[config.mk]
export PLATFORM = sky130hd
export DESIGN_NAME = mem_port_arbiter_flat
export DESIGN_NICKNAME = d
export VERILOG_FILES = /design/src/rtl/mem_pkg.sv /design/src/rtl/mem_port_arbiter_if.sv /design/src/rtl/rr_arbiter2.sv /design/src/rtl/mem_port_arbiter.sv /design/src/flat_wrapper.sv
export SDC_FILE = /design/constraint.sdc
export NUM_CORES = 1
export LEC_CHECK = 0
export ABC_AREA = 1
export CORE_UTILIZATION = 40
export CTS_CLUSTER_SIZE = 24
export DETAILED_ROUTE_END_ITERATION = 16
export HOLD_SLACK_MARGIN = 0.12
export PLACE_DENSITY = 0.86
export SLEW_MARGIN = 20
export SYNTH_ARGS = -nofsm -noshare
export SYNTH_HDL_FRONTEND = slang
export SYNTH_SLANG_ARGS = --single-unit
export TNS_END_PERCENT = 5
[constraint.sdc]
create_clock -name clock -period 5.3 [get_ports clock]
set_input_delay 0.795 -clock clock [delete_from_list [all_inputs] [get_ports clock]]
set_output_delay 0.795 -clock clock [all_outputs]
set_load 0.05 [all_outputs]
[src/rtl/mem_pkg.sv]
// Shared constants and types for the data-memory port arbiter.
package mem_pkg;
  localparam int DEPTH = 10;
  localparam int AW    = 8;
  localparam int DW    = 16;

  localparam logic [1:0] UNLOCKED = 2'd0;
  localparam logic [1:0] LOCKED0  = 2'd1;
  localparam logic [1:0] LOCKED1  = 2'd2;

  // rd distinguishes a read response (carries lw_value) from a write acknowledge
  typedef struct packed {
    logic valid;
    logic port;
    logic err;
    logic rd;
  } resp_t;

  function automatic logic in_range(input logic [AW-1:0] a);
    return a < AW'(DEPTH);
  endfunction
endpackage

[src/rtl/mem_port_arbiter_if.sv]
// Requester ports plus memory command/read-data bus of the arbiter.
interface mem_port_arbiter_if;
  import mem_pkg::*;

  logic          req0, req1, we0, we1, lock0, lock1;
  logic [AW-1:0] addr0, addr1;
  logic [DW-1:0] wdata0, wdata1;
  logic          gnt0, gnt1, rvalid0, rvalid1, rerr0, rerr1;
  logic [DW-1:0] rdata0, rdata1;
  logic          mem_read, mem_write;
  logic [AW-1:0] addr;
  logic [DW-1:0] sw_value, lw_value;

  modport slave (
    input  req0, req1, we0, we1, lock0, lock1, addr0, addr1, wdata0, wdata1, lw_value,
    output gnt0, gnt1, rvalid0, rvalid1, rerr0, rerr1, rdata0, rdata1,
           mem_read, mem_write, addr, sw_value
  );

  modport master (
    output req0, req1, we0, we1, lock0, lock1, addr0, addr1, wdata0, wdata1, lw_value,
    input  gnt0, gnt1, rvalid0, rvalid1, rerr0, rerr1, rdata0, rdata1,
           mem_read, mem_write, addr, sw_value
  );
endinterface

[src/rtl/rr_arbiter2.sv]
// Two-way round-robin arbiter; a valid lock forces the grant to the lock owner.
module rr_arbiter2 (
  input  logic       clock,
  input  logic       reset,
  input  logic [1:0] i_req,
  input  logic       i_lock_vld,
  input  logic       i_lock_port,
  output logic [1:0] o_gnt,
  output logic       o_winner
);
  logic r_rr_last;

  always_comb begin
    o_gnt    = 2'b00;
    o_winner = 1'b0;
    if (i_lock_vld) begin
      // owner keeps the port; if it is not requesting, nobody is granted
      o_winner            = i_lock_port;
      o_gnt[i_lock_port]  = i_req[i_lock_port];
    end else begin
      case (i_req)
        2'b10:   o_winner = 1'b1;
        2'b11:   o_winner = ~r_rr_last;
        default: o_winner = 1'b0;
      endcase
      o_gnt[o_winner] = |i_req;
    end
  end

  always_ff @(posedge clock or posedge reset) begin
    if (reset)       r_rr_last <= 1'b1;
    else if (|o_gnt) r_rr_last <= o_winner;
  end
endmodule

[src/rtl/mem_port_arbiter.sv]
// Arbitrates CPU (port 0) and loader (port 1) onto the data memory and returns
// responses two cycles after the grant.
module mem_port_arbiter
  import mem_pkg::*;
#(
  parameter int MAX_LOCK = 8
) (
  input logic              clock,
  input logic              reset,
  mem_port_arbiter_if.slave bus
);
  localparam int CW = $clog2(MAX_LOCK + 1);

  logic [1:0]    r_lock_state;
  logic [CW-1:0] r_lock_cnt;
  logic          r_mem_read, r_mem_write;
  logic [AW-1:0] r_addr;
  logic [DW-1:0] r_sw_value;
  resp_t [2:1]   r_vld_pipe;

  logic          w_locked, w_own, w_own_req, w_own_lock, w_timeout, w_lock_vld;
  logic [1:0]    w_gnt;
  logic          w_winner, w_grant, w_win_we, w_win_lock, w_win_ok, w_cmd;
  logic [AW-1:0] w_win_addr;
  logic [DW-1:0] w_win_wdata;
  resp_t         w_rsp;
  logic          w_rv0, w_rv1;

  assign w_locked   = r_lock_state != UNLOCKED;
  assign w_own      = r_lock_state == LOCKED1;
  assign w_own_req  = w_own ? bus.req1  : bus.req0;
  assign w_own_lock = w_own ? bus.lock1 : bus.lock0;
  assign w_timeout  = w_locked && (r_lock_cnt == CW'(MAX_LOCK));
  // an idle owner that also dropped lock releases in the same cycle
  assign w_lock_vld = w_locked && !w_timeout && (w_own_req || w_own_lock);

  rr_arbiter2 u_arb (
    .clock      (clock),
    .reset      (reset),
    .i_req      ({bus.req1, bus.req0}),
    .i_lock_vld (w_lock_vld),
    .i_lock_port(w_own),
    .o_gnt      (w_gnt),
    .o_winner   (w_winner)
  );

  assign bus.gnt0    = w_gnt[0];
  assign bus.gnt1    = w_gnt[1];
  assign w_grant     = |w_gnt;
  assign w_win_we    = w_winner ? bus.we1    : bus.we0;
  assign w_win_lock  = w_winner ? bus.lock1  : bus.lock0;
  assign w_win_addr  = w_winner ? bus.addr1  : bus.addr0;
  assign w_win_wdata = w_winner ? bus.wdata1 : bus.wdata0;
  assign w_win_ok    = in_range(w_win_addr);
  assign w_cmd       = w_grant && w_win_ok;

  always_ff @(posedge clock or posedge reset) begin
    if (reset) begin
      r_lock_state <= UNLOCKED;
      r_lock_cnt   <= '0;
    end else if (w_lock_vld) begin
      if (w_grant && !w_win_lock) begin
        r_lock_state <= UNLOCKED;
        r_lock_cnt   <= '0;
      end else begin
        r_lock_cnt <= r_lock_cnt + CW'(1);
      end
    end else if (w_grant && w_win_lock) begin
      r_lock_state <= w_winner ? LOCKED1 : LOCKED0;
      r_lock_cnt   <= CW'(1);
    end else begin
      r_lock_state <= UNLOCKED;
      r_lock_cnt   <= '0;
    end
  end

  // out-of-range accesses still flow down the response pipe, flagged as errors
  always_ff @(posedge clock or posedge reset) begin
    if (reset) begin
      r_mem_read    <= 1'b0;
      r_mem_write   <= 1'b0;
      r_addr        <= '0;
      r_sw_value    <= '0;
      r_vld_pipe    <= '0;
    end else begin
      r_mem_read    <= w_cmd && !w_win_we;
      r_mem_write   <= w_cmd && w_win_we;
      r_addr        <= w_cmd ? w_win_addr  : '0;
      r_sw_value    <= w_cmd ? w_win_wdata : '0;
      r_vld_pipe[1] <= '{valid: w_grant, port: w_winner, err: !w_win_ok, rd: !w_win_we};
      r_vld_pipe[2] <= r_vld_pipe[1];
    end
  end

  assign bus.mem_read  = r_mem_read;
  assign bus.mem_write = r_mem_write;
  assign bus.addr      = r_addr;
  assign bus.sw_value  = r_sw_value;

  assign w_rsp       = r_vld_pipe[2];
  assign w_rv0       = w_rsp.valid && !w_rsp.port;
  assign w_rv1       = w_rsp.valid && w_rsp.port;
  assign bus.rvalid0 = w_rv0;
  assign bus.rvalid1 = w_rv1;
  assign bus.rerr0   = w_rv0 && w_rsp.err;
  assign bus.rerr1   = w_rv1 && w_rsp.err;
  assign bus.rdata0  = (w_rv0 && w_rsp.rd && !w_rsp.err) ? bus.lw_value : '0;
  assign bus.rdata1  = (w_rv1 && w_rsp.rd && !w_rsp.err) ? bus.lw_value : '0;
endmodule

[src/flat_wrapper.sv]
// flat-port wrapper written by rule: the top's interface ports become plain ports
module mem_port_arbiter_flat import mem_pkg::*;
#(
  parameter int MAX_LOCK = 8
)
  (clock, reset, bus_req0, bus_req1, bus_we0, bus_we1, bus_lock0, bus_lock1, bus_addr0, bus_addr1, bus_wdata0, bus_wdata1, bus_lw_value, bus_gnt0, bus_gnt1, bus_rvalid0, bus_rvalid1, bus_rerr0, bus_rerr1, bus_rdata0, bus_rdata1, bus_mem_read, bus_mem_write, bus_addr, bus_sw_value);
  mem_port_arbiter_if bus_i ();
  input logic clock;
  input logic reset;
  input wire logic [$bits(bus_i.req0)-1:0] bus_req0;
  input wire logic [$bits(bus_i.req1)-1:0] bus_req1;
  input wire logic [$bits(bus_i.we0)-1:0] bus_we0;
  input wire logic [$bits(bus_i.we1)-1:0] bus_we1;
  input wire logic [$bits(bus_i.lock0)-1:0] bus_lock0;
  input wire logic [$bits(bus_i.lock1)-1:0] bus_lock1;
  input wire logic [$bits(bus_i.addr0)-1:0] bus_addr0;
  input wire logic [$bits(bus_i.addr1)-1:0] bus_addr1;
  input wire logic [$bits(bus_i.wdata0)-1:0] bus_wdata0;
  input wire logic [$bits(bus_i.wdata1)-1:0] bus_wdata1;
  input wire logic [$bits(bus_i.lw_value)-1:0] bus_lw_value;
  output wire logic [$bits(bus_i.gnt0)-1:0] bus_gnt0;
  output wire logic [$bits(bus_i.gnt1)-1:0] bus_gnt1;
  output wire logic [$bits(bus_i.rvalid0)-1:0] bus_rvalid0;
  output wire logic [$bits(bus_i.rvalid1)-1:0] bus_rvalid1;
  output wire logic [$bits(bus_i.rerr0)-1:0] bus_rerr0;
  output wire logic [$bits(bus_i.rerr1)-1:0] bus_rerr1;
  output wire logic [$bits(bus_i.rdata0)-1:0] bus_rdata0;
  output wire logic [$bits(bus_i.rdata1)-1:0] bus_rdata1;
  output wire logic [$bits(bus_i.mem_read)-1:0] bus_mem_read;
  output wire logic [$bits(bus_i.mem_write)-1:0] bus_mem_write;
  output wire logic [$bits(bus_i.addr)-1:0] bus_addr;
  output wire logic [$bits(bus_i.sw_value)-1:0] bus_sw_value;
  assign bus_i.req0 = bus_req0;
  assign bus_i.req1 = bus_req1;
  assign bus_i.we0 = bus_we0;
  assign bus_i.we1 = bus_we1;
  assign bus_i.lock0 = bus_lock0;
  assign bus_i.lock1 = bus_lock1;
  assign bus_i.addr0 = bus_addr0;
  assign bus_i.addr1 = bus_addr1;
  assign bus_i.wdata0 = bus_wdata0;
  assign bus_i.wdata1 = bus_wdata1;
  assign bus_i.lw_value = bus_lw_value;
  assign bus_gnt0 = bus_i.gnt0;
  assign bus_gnt1 = bus_i.gnt1;
  assign bus_rvalid0 = bus_i.rvalid0;
  assign bus_rvalid1 = bus_i.rvalid1;
  assign bus_rerr0 = bus_i.rerr0;
  assign bus_rerr1 = bus_i.rerr1;
  assign bus_rdata0 = bus_i.rdata0;
  assign bus_rdata1 = bus_i.rdata1;
  assign bus_mem_read = bus_i.mem_read;
  assign bus_mem_write = bus_i.mem_write;
  assign bus_addr = bus_i.addr;
  assign bus_sw_value = bus_i.sw_value;
  mem_port_arbiter #(.MAX_LOCK(MAX_LOCK)) u_core (.clock(clock), .reset(reset), .bus(bus_i));
endmodule
# After elaboration in Yosys (flattened, before gate mapping)

Cells that the tools add are included.

Bits in registers: 41
Output and inout bits: 64

$add $sub $neg: 1
Order comparisons: 5
Eq/ne operators: 5
Muxes and demuxes: 26
Bitwise operators: 3
Reductions and logical operators: 28

Operator list:

| kind                | count |
|---|---|
| $mux 16             | 4 |
| $logic_and 1x1->1   | 18 |
| $mux 8              | 2 |
| $mux 1              | 10 |
| $mux 2              | 5 |
| $lt 8x4->1 const B  | 1 |
| $mux 4              | 2 |
| $eq 2x2->1 const B  | 3 |
| $logic_not 1->1     | 6 |
| $add 4x1->4 const B | 1 |
| $and 2x2->2         | 2 |
| $eq 4x4->1 const B  | 1 |
| $lt 1x2->1 const B  | 2 |
| $reduce_or 2->1     | 2 |
| $demux 1 s1         | 2 |
| $ge 1x1->1 const B  | 2 |
| $ne 2x1->1 const B  | 1 |
| $pmux 1 s2          | 1 |
| $reduce_bool 2->1   | 1 |
| $logic_or 1x1->1    | 1 |
| $not 1->1           | 1 |

# Longest topological paths before layout

Gate-level depths: netlist of run 1.

Depth after elaboration: 16
Gate-level depth with buffers: 14
Depth with buffers taken out: 12

# Cells and area by module

From an unflattened synthesis of run 1, not the netlist that was laid out.

Cells, all modules: 250
Area total of the unflattened synthesis: 2014.4 um2

By module, submodules not included:

| module           | instances | cells each | area an instance (um2) | seq. area each (um2) |
|---|---|---|---|---|
| mem_port_arbiter | 1         | 234        | 1920.6                 | 1001.0 |
| rr_arbiter2      | 1         | 16         | 93.8                   | 26.3 |

# Worst setup path before layout of run 1

OpenSTA, ideal clock, no wires.

Path kind: input-to-output
Start: in bus_req0
End: out bus_gnt0
Arrival time: 2.019 ns
Required time: 4.505 ns
Path slack: 2.486 ns
Stages on the path: 4
Path buffers: 0
Cells stage by stage: nor2_1 nand2_2 nand4_2 a21oi_1

Longest elaborated chain between the ends: 9
Elaborated cells between the ends (all ways): 17
Classes of those cells: 2 x order compare; 2 x eq/ne; 7 x mux; 2 x bitwise; 4 x reduce/logical

RTL lines:

| element                                                               | line               | RTL |
|---|---|---|
| start: declaration                                                    | flat_wrapper.sv:10 | `input wire logic [$bits(bus_i.req0)-1:0] bus_req0;` |
| $eq 2x2->1                                                            | rr_arbiter2.sv:21  | `case (i_req)` |
| $pmux 1 s2                                                            | rr_arbiter2.sv:21  |  |
| $mux 1                                                                | rr_arbiter2.sv:16  | `if (i_lock_vld) begin` |
| $lt 1x2->1 (not written as such) / $ge 1x1->1 (equally long branches) | rr_arbiter2.sv:26  | `o_gnt[o_winner] = \|i_req;` |
| $logic_and 1x1->1 (not written as such)                               | rr_arbiter2.sv:26  |  |
| $mux 1 (not written as such)                                          | rr_arbiter2.sv:26  |  |
| $demux 1 s1                                                           | rr_arbiter2.sv:26  |  |
| $and 2x2->2 (no source line)                                          | -                  |  |
| $mux 2 *                                                              | rr_arbiter2.sv:16  |  |
| end: declaration                                                      | flat_wrapper.sv:21 | `output wire logic [$bits(bus_i.gnt0)-1:0] bus_gnt0;` |

Every way passes the cells marked *; elsewhere a longest branch is shown, timed or not. The select of a mux whose other input is x is not followed.

# Worst setup path after layout of run 1

Start: in bus_req1
End: out bus_gnt1

Longest elaborated chain between the ends: 9
Elaborated cells between the ends (all ways): 17
Classes of those cells: 2 x order compare; 2 x eq/ne; 7 x mux; 2 x bitwise; 4 x reduce/logical

RTL lines:

| element                                                               | line               | RTL |
|---|---|---|
| start: declaration                                                    | flat_wrapper.sv:11 | `input wire logic [$bits(bus_i.req1)-1:0] bus_req1;` |
| $eq 2x2->1                                                            | rr_arbiter2.sv:21  |  |
| $pmux 1 s2                                                            | rr_arbiter2.sv:21  |  |
| $mux 1                                                                | rr_arbiter2.sv:16  |  |
| $lt 1x2->1 (not written as such) / $ge 1x1->1 (equally long branches) | rr_arbiter2.sv:26  |  |
| $logic_and 1x1->1 (not written as such)                               | rr_arbiter2.sv:26  |  |
| $mux 1 (not written as such)                                          | rr_arbiter2.sv:26  |  |
| $demux 1 s1                                                           | rr_arbiter2.sv:26  |  |
| $and 2x2->2 (no source line)                                          | -                  |  |
| $mux 2 *                                                              | rr_arbiter2.sv:16  |  |
| end: declaration                                                      | flat_wrapper.sv:22 | `output wire logic [$bits(bus_i.gnt1)-1:0] bus_gnt1;` |

Marked as above.

==> results.cfg, run 1 <==
[outcome]
run_status = complete, no violations

[sta]
tightest_slew_ns = 0.680
finalHoldViolCount = 0
setup_total_negative_slack_ns = 0
finalWorstPathRequiredPeriod_ns = 4.29
finalSetupViolCount = 0
fin_ws_ns = 1.01
rsz0062_at_grt = no
slew_headroom_pct = 54.6
fin_crit_sh_pct = 80.9
fmax_mhz = 233
finalMaxSlewViolations = 0
skew_ns = 0.00725

[placement]
dp_hpwl_um = 4480
place_congestion = 0.803
place_inst = 492
port-buffer-count = 135
dpl_worst_slack_ns = 1.01

[cts]
cts.sinks = 41
clk_pin_slew_worst_paths_ns = 0.08
cts_root_buffer = clkbuf_8
cts_made_buffers = 5
htree_levels = 2
clk_latency_ns = 0.29
cts_setup_buffers = 0
cts.repair.resized = 0
tritoncts = yes
clk_path_buf_depth = 2
cts_hold_buf = 0

[global_route]
grt_max_degree = 42
grt_antenna_before_repair = 0
grt_pass1_wl_um = 8270
grt_remaining_overflow = 0
grt_pass1_vias = 1962
track_usage_pct = 19.5

[logic_synthesis]
synth_area_um2 = 2180
synth_xor_area_share_pct = 0.804
synth-adder-area-share_pct = 1.15
ys_ff_latch = 41
synth-compound-area-share_pct = 2.01
syn_avg_cell_area_um2 = 7.46
synth_top_family_by_area = simple AND/OR/NAND/NOR gates
yosys.area_share.simple_pct = 35.4
synthCells = 292
synth_cell_types = 24
yosysWarnings = 0
ys_seq_area_share_pct = 47.2
synth.area.mux_share_pct = 0

[final_layout]
final_core_util_pct = 71.1
areaGrowthSynthToFinish_pct = 68.8
drive_above_1_share_pct = 9.77
n_antenna_cell = 0
final_net_count = 503
fin_cells = 500

[floorplan]
num_rows = 26
coreArea_um2 = 5170
ios = 136
start_util_pct = 42.1
die_w_um = 75.8
dieArea_um2 = 5740
die_h_um = 75.8

[drt]
ant_nets = 0
drt_iter0_drc = 81
vias = 2212
drt_wl_total_um = 5730
wl_per_cell_um = 11.5
drc = 0
avgViaCountPerCell = 4.42
dr.pass1.iters = 4

[pwr]
power_density_nw_per_um2 = 352
peakVddDrop_v = 0.000302
p_leak_nw = 1.85
total_power_mw = 1.29

[worst_setup_path]
cp_max_fo = 30
cp.required_ns = 4.51
arrival_ns = 3.49
start_kind = input pin
crit_path_end_kind = output pin
critical_path_class = input pin to output pin

[job]
maxCapViolations = 0

[worst_hold_path]
hp-class = register to register
-- sequential cells by signal (all words and copies together) (netlist names) --
name / count
u_core.r_lock_cnt: 4
u_core.bus.sw_value: 16
u_core.r_lock_state: 2
u_core.u_arb.r_rr_last: 1
u_core.bus.mem_write: 1
u_core.bus.addr: 8
u_core.r_vld_pipe: 8
u_core.bus.mem_read: 1
-- synth_stat cells --
cell type	instances	area, um2
nand2_1	84	315
inv_1	59	221
nor2_1	43	161
dfrtp_1	40	1000
nor2_2	19	119
nand3_1	7	35.0
nand3b_1	5	37.5
o21ai_0	5	25.0
buf_2	4	20.0
buf_6	3	33.8
a21oi_1	2	10.0
clkbuf_1	2	7.51
ha_1	2	25.0
inv_2	2	7.51
nand2_2	2	12.5
nand2_4	2	22.5
nand3_2	2	20.0
nand4_2	2	25.0
nor2_4	2	22.5
conb_1	1	3.75
dfstp_2	1	26.3
o21ai_2	1	8.76
xnor2_1	1	8.76
xor2_1	1	8.76
-- cells by family after synthesis --
family                     count (synthesis)
AOI/OAI and AO/OA                          8
adders and majority gates                  2
and+or+nand+nor                          168
other                                      1
buffers and inverters                     70
DFF                                       41
xor gates and xnor gates                   2
-- metrics by stage --
| stage | instance area, um2 | hold slack (ns) |
|---|---|---|
| finish | 3680 | 0.351 |
| global route | 3680 | 0.364 |
| CTS | 3680 | 0.353 |
| detailed placement | 3570 | 0.335 |
| global placement | 3570 | 0.333 |
| floorplan | 2190 | 0.331 |
-- report_power, final --
part           total [mW]  internal [mW]  switching, mW
registers           0.392          0.367         0.0249
clock network       0.222          0.118          0.104
logic               0.680          0.221          0.460
total                1.29          0.705          0.589
-- final timing paths --
kind | to | depth (start not counted) | startpoint | slack, ns
worst max-delay path | bus_gnt1 | 10 | bus_req1 | 1.01
worst min register to register | u_core.r_vld_pipe[4] | 0 | u_core.r_vld_pipe[0] | 0.35
min in group asynchronous | u_core.bus.addr[4] | 3 | reset | 0.92
max in group asynchronous | u_core.u_arb.r_rr_last | 3 | reset | 4.01
worst max register to register | u_core.bus.sw_value[15] | 11 | u_core.r_lock_cnt[0] | 2.28
worst min-delay path | u_core.r_vld_pipe[4] | 0 | u_core.r_vld_pipe[0] | 0.35
-- final cells by class --
class / count / area (um2)
inverter: 61 / 229
fill: 441 / 1500
sequential: 41 / 1030
tap: 70 / 87.6
multi-input combinational: 184 / 872
timing repair buffer: 136 / 1360
clock inverter: 1 / 5.00
clock buffer: 7 / 96.3
-- worst max-delay path: stages --
cell             delay [ns]
clkdlybuf4s50_1        0.52
nor2_1                 0.06
nand2_1                0.10
nand4_2                0.15
nand2_4                0.14
nand2_4                0.20
inv_2                  0.36
o21ai_0                0.25
inv_1                  0.10
clkdlybuf4s50_1        0.80
-- cells in the final DEF (no fill, tap or decap) --
cell / synthesis / layout
xnor2_1: 1 / 1
nand2_1: 84 / 84
inv_1: 59 / 58
nand2_4: 2 / 2
nor2_2: 19 / 19
a21oi_1: 2 / 2
nand3_2: 2 / 2
nor2_4: 2 / 2
clkdlybuf4s50_1: 0 / 135
ha_1: 2 / 2
nand4_2: 2 / 2
nor2_1: 43 / 43
inv_2: 2 / 2
nand2_2: 2 / 2
o21ai_0: 5 / 5
o21ai_2: 1 / 1
nand3_1: 7 / 7
nand3b_1: 5 / 5
dfrtp_1: 40 / 40
clkbuf_8: 0 / 7
dfstp_2: 1 / 1
clkinv_2: 0 / 1
xor2_1: 1 / 1
conb_1: 1 / 4
buf_4: 0 / 1
clkinv_1: 0 / 1
-- routing by layer --
metal / global-route usage [%] / vias to the layer above / part of all wire [%]
met5: 0 / - / 0
met4: 6.79 / 0 / 1.8
met3: 5.03 / 8 / 9.4
met2: 37.6 / 110 / 53
met1: 20.1 / 991 / 35
li1: - / 1103 / -
Power figures use the tool's default switching activity.
==> run 2: changes to the inputs <==
--- a/config.mk
+++ b/config.mk
@@ -6,11 +6,11 @@
 export NUM_CORES = 1
 export LEC_CHECK = 0
 export ABC_AREA = 1
-export CORE_UTILIZATION = 40
+export CORE_UTILIZATION = 37
 export CTS_CLUSTER_SIZE = 24
 export DETAILED_ROUTE_END_ITERATION = 16
 export HOLD_SLACK_MARGIN = 0.12
-export PLACE_DENSITY = 0.86
+export PLACE_DENSITY = 0.81
 export SLEW_MARGIN = 20
 export SYNTH_ARGS = -nofsm -noshare
 export SYNTH_HDL_FRONTEND = slang
==> constraint.sdc (replaced) <==
create_clock -name clock -period 4.4 [get_ports clock]
set_input_delay 0.66 -clock clock [delete_from_list [all_inputs] [get_ports clock]]
set_output_delay 0.66 -clock clock [all_outputs]
set_load 0.05 [all_outputs]
==> results.cfg, run 2 (synthesis results as in run 1) <==
[outcome]
run_status = complete, no violations

[global_route]
grt_antenna_before_repair = 0
grt_pass1_vias = 2011
grt_max_degree = 42
grt_remaining_overflow = 0
grt_pass1_wl_um = 8650
track_usage_pct = 18.0

[sta]
fin_hold_ws_ns = 0.351
skew_ns = 0.00723
finalSetupViolCount = 0
tightest_slew_ns = 0.688
finalHoldViolCount = 0
fin_crit_sh_pct = 89.9
rsz0062_at_grt = no
slew_headroom_pct = 54.1
setup_total_negative_slack_ns = 0
fin_ws_ns = 0.445
finalMaxSlewViolations = 0
finalWorstPathRequiredPeriod_ns = 3.96
fmax_mhz = 253

[cts]
cts.repair.resized = 0
cts_setup_buffers = 0
htree_levels = 2
clk_pin_slew_worst_paths_ns = 0.07
clk_path_buf_depth = 2
cts_hold_buf = 0
cts_made_buffers = 5
clk_latency_ns = 0.29
cts_root_buffer = clkbuf_8
tritoncts = yes
cts.sinks = 41

[pwr]
peakVddDrop_v = 0.000303
total_power_mw = 1.51
p_leak_nw = 1.84
power_density_nw_per_um2 = 413

[placement]
place_area_um2 = 3580
dp_hpwl_um = 4250
dpl_worst_slack_ns = 0.411
port-buffer-count = 135
place_congestion = 0.845

[final_layout]
layout_commonest_cell = clkdlybuf4s50_1
regArea_um2 = 1030
final_net_count = 503
areaGrowthSynthToFinish_pct = 68.0
n_fill_cell = 484
layout_common_cells = 135 x clkdlybuf4s50_1, 84 x nand2_1, 59 x inv_1
n_antenna_cell = 0
design_area_um2 = 3660
drive_above_1_share_pct = 9.53
largest_reg_flops = 16
multi_input_area_um2 = 872

[drt]
routed-wl-met3_um = 559
wl_met1_um = 1950
dr.pass1.iters = 5
drt_wl_total_um = 5350
drt_iter0_drc = 102
drc = 0
vias = 2176
ant_nets = 0
wl_per_cell_um = 10.7
routed-wl-met2_um = 2750
avgViaCountPerCell = 4.33
top_layer = met4

[worst_setup_path]
max_stage_delay_ns = 0.79
crit_slowest_cell = clkdlybuf4s50_1
start_kind = input pin
critical_path_class = input pin to output pin
worstPathCellList = clkdlybuf4s50_1 -> nor2_1 -> nand2_1 -> nand4_2 -> nand2_4 -> nand2_4 -> inv_2 -> o21ai_0 -> inv_1 -> clkdlybuf4s50_1
arrival_ns = 3.30
cp.required_ns = 3.74
cp_max_fo = 30
crit_path_end_kind = output pin

[worst_hold_path]
hp-class = register to register

[floorplan]
start_util_pct = 39.1
num_rows = 27
ios = 136
die_w_um = 78.7
coreArea_um2 = 5570
die_h_um = 78.7
dieArea_um2 = 6200

[job]
maxCapViolations = 0
run 2: cell count changes in the layout (fill, tap and decap cells not counted), sizes merged:
cell    delta
clkbuf     -1
inv        +1
run 2: per-layer routing:
layer | global-route usage, % | up-vias
li1 | - | 1106
met3 | 5.98 | 8
met5 | 0 | -
met2 | 34.1 | 111
met1 | 18.1 | 951
met4 | 6.30 | 0
run 2: worst paths after layout:
| path | from | endpoint | slack [ns] | cells past startpoint |
|---|---|---|---|---|
| worst max-delay path | bus_req1 | bus_gnt1 | 0.44 | 10 |
| worst min-delay path | u_core.r_vld_pipe[2] | u_core.r_vld_pipe[6] | 0.35 | 0 |
| worst max register to register | u_core.r_lock_cnt[0] | u_core.bus.mem_write | 1.40 | 11 |
| max in group asynchronous | reset | u_core.u_arb.r_rr_last | 3.23 | 3 |
| min in group asynchronous | reset | u_core.bus.addr[5] | 0.79 | 3 |
| worst min register to register | u_core.r_vld_pipe[2] | u_core.r_vld_pipe[6] | 0.35 | 0 |
run 2: cell type report:
type / count / share of cell area (%)
clock inverters: 2 / 0.274
multi-input cells: 184 / 23.8
flip-flops and latches: 41 / 28.1
clock buffers: 6 / 1.98
repair buffers: 136 / 37.1
well taps: 72 / 2.46
inverters: 61 / 6.26
run 2: power breakdown:
group	internal, mW	switching (mW)
Clock	0.110	0.125
Sequential	0.441	0.0294
Combinational	0.266	0.540
Total	0.817	0.694
run 2: metrics by stage:
| step | util (%) | instances |
|---|---|---|
| after floorplan | - | 295 |
| after global placement | 64.2 | 494 |
| after detailed placement | 64.2 | 494 |
| after CTS | 65.7 | 502 |
| after global routing | 65.7 | 502 |
| final | 65.7 | 502 |
run 2: critical path: cells and delay by family:
family	cells	cell delay, ns
and+or+nand+nor	5	0.65
buffers and inverters	4	1.75
AOI/OAI and AO/OA	1	0.22
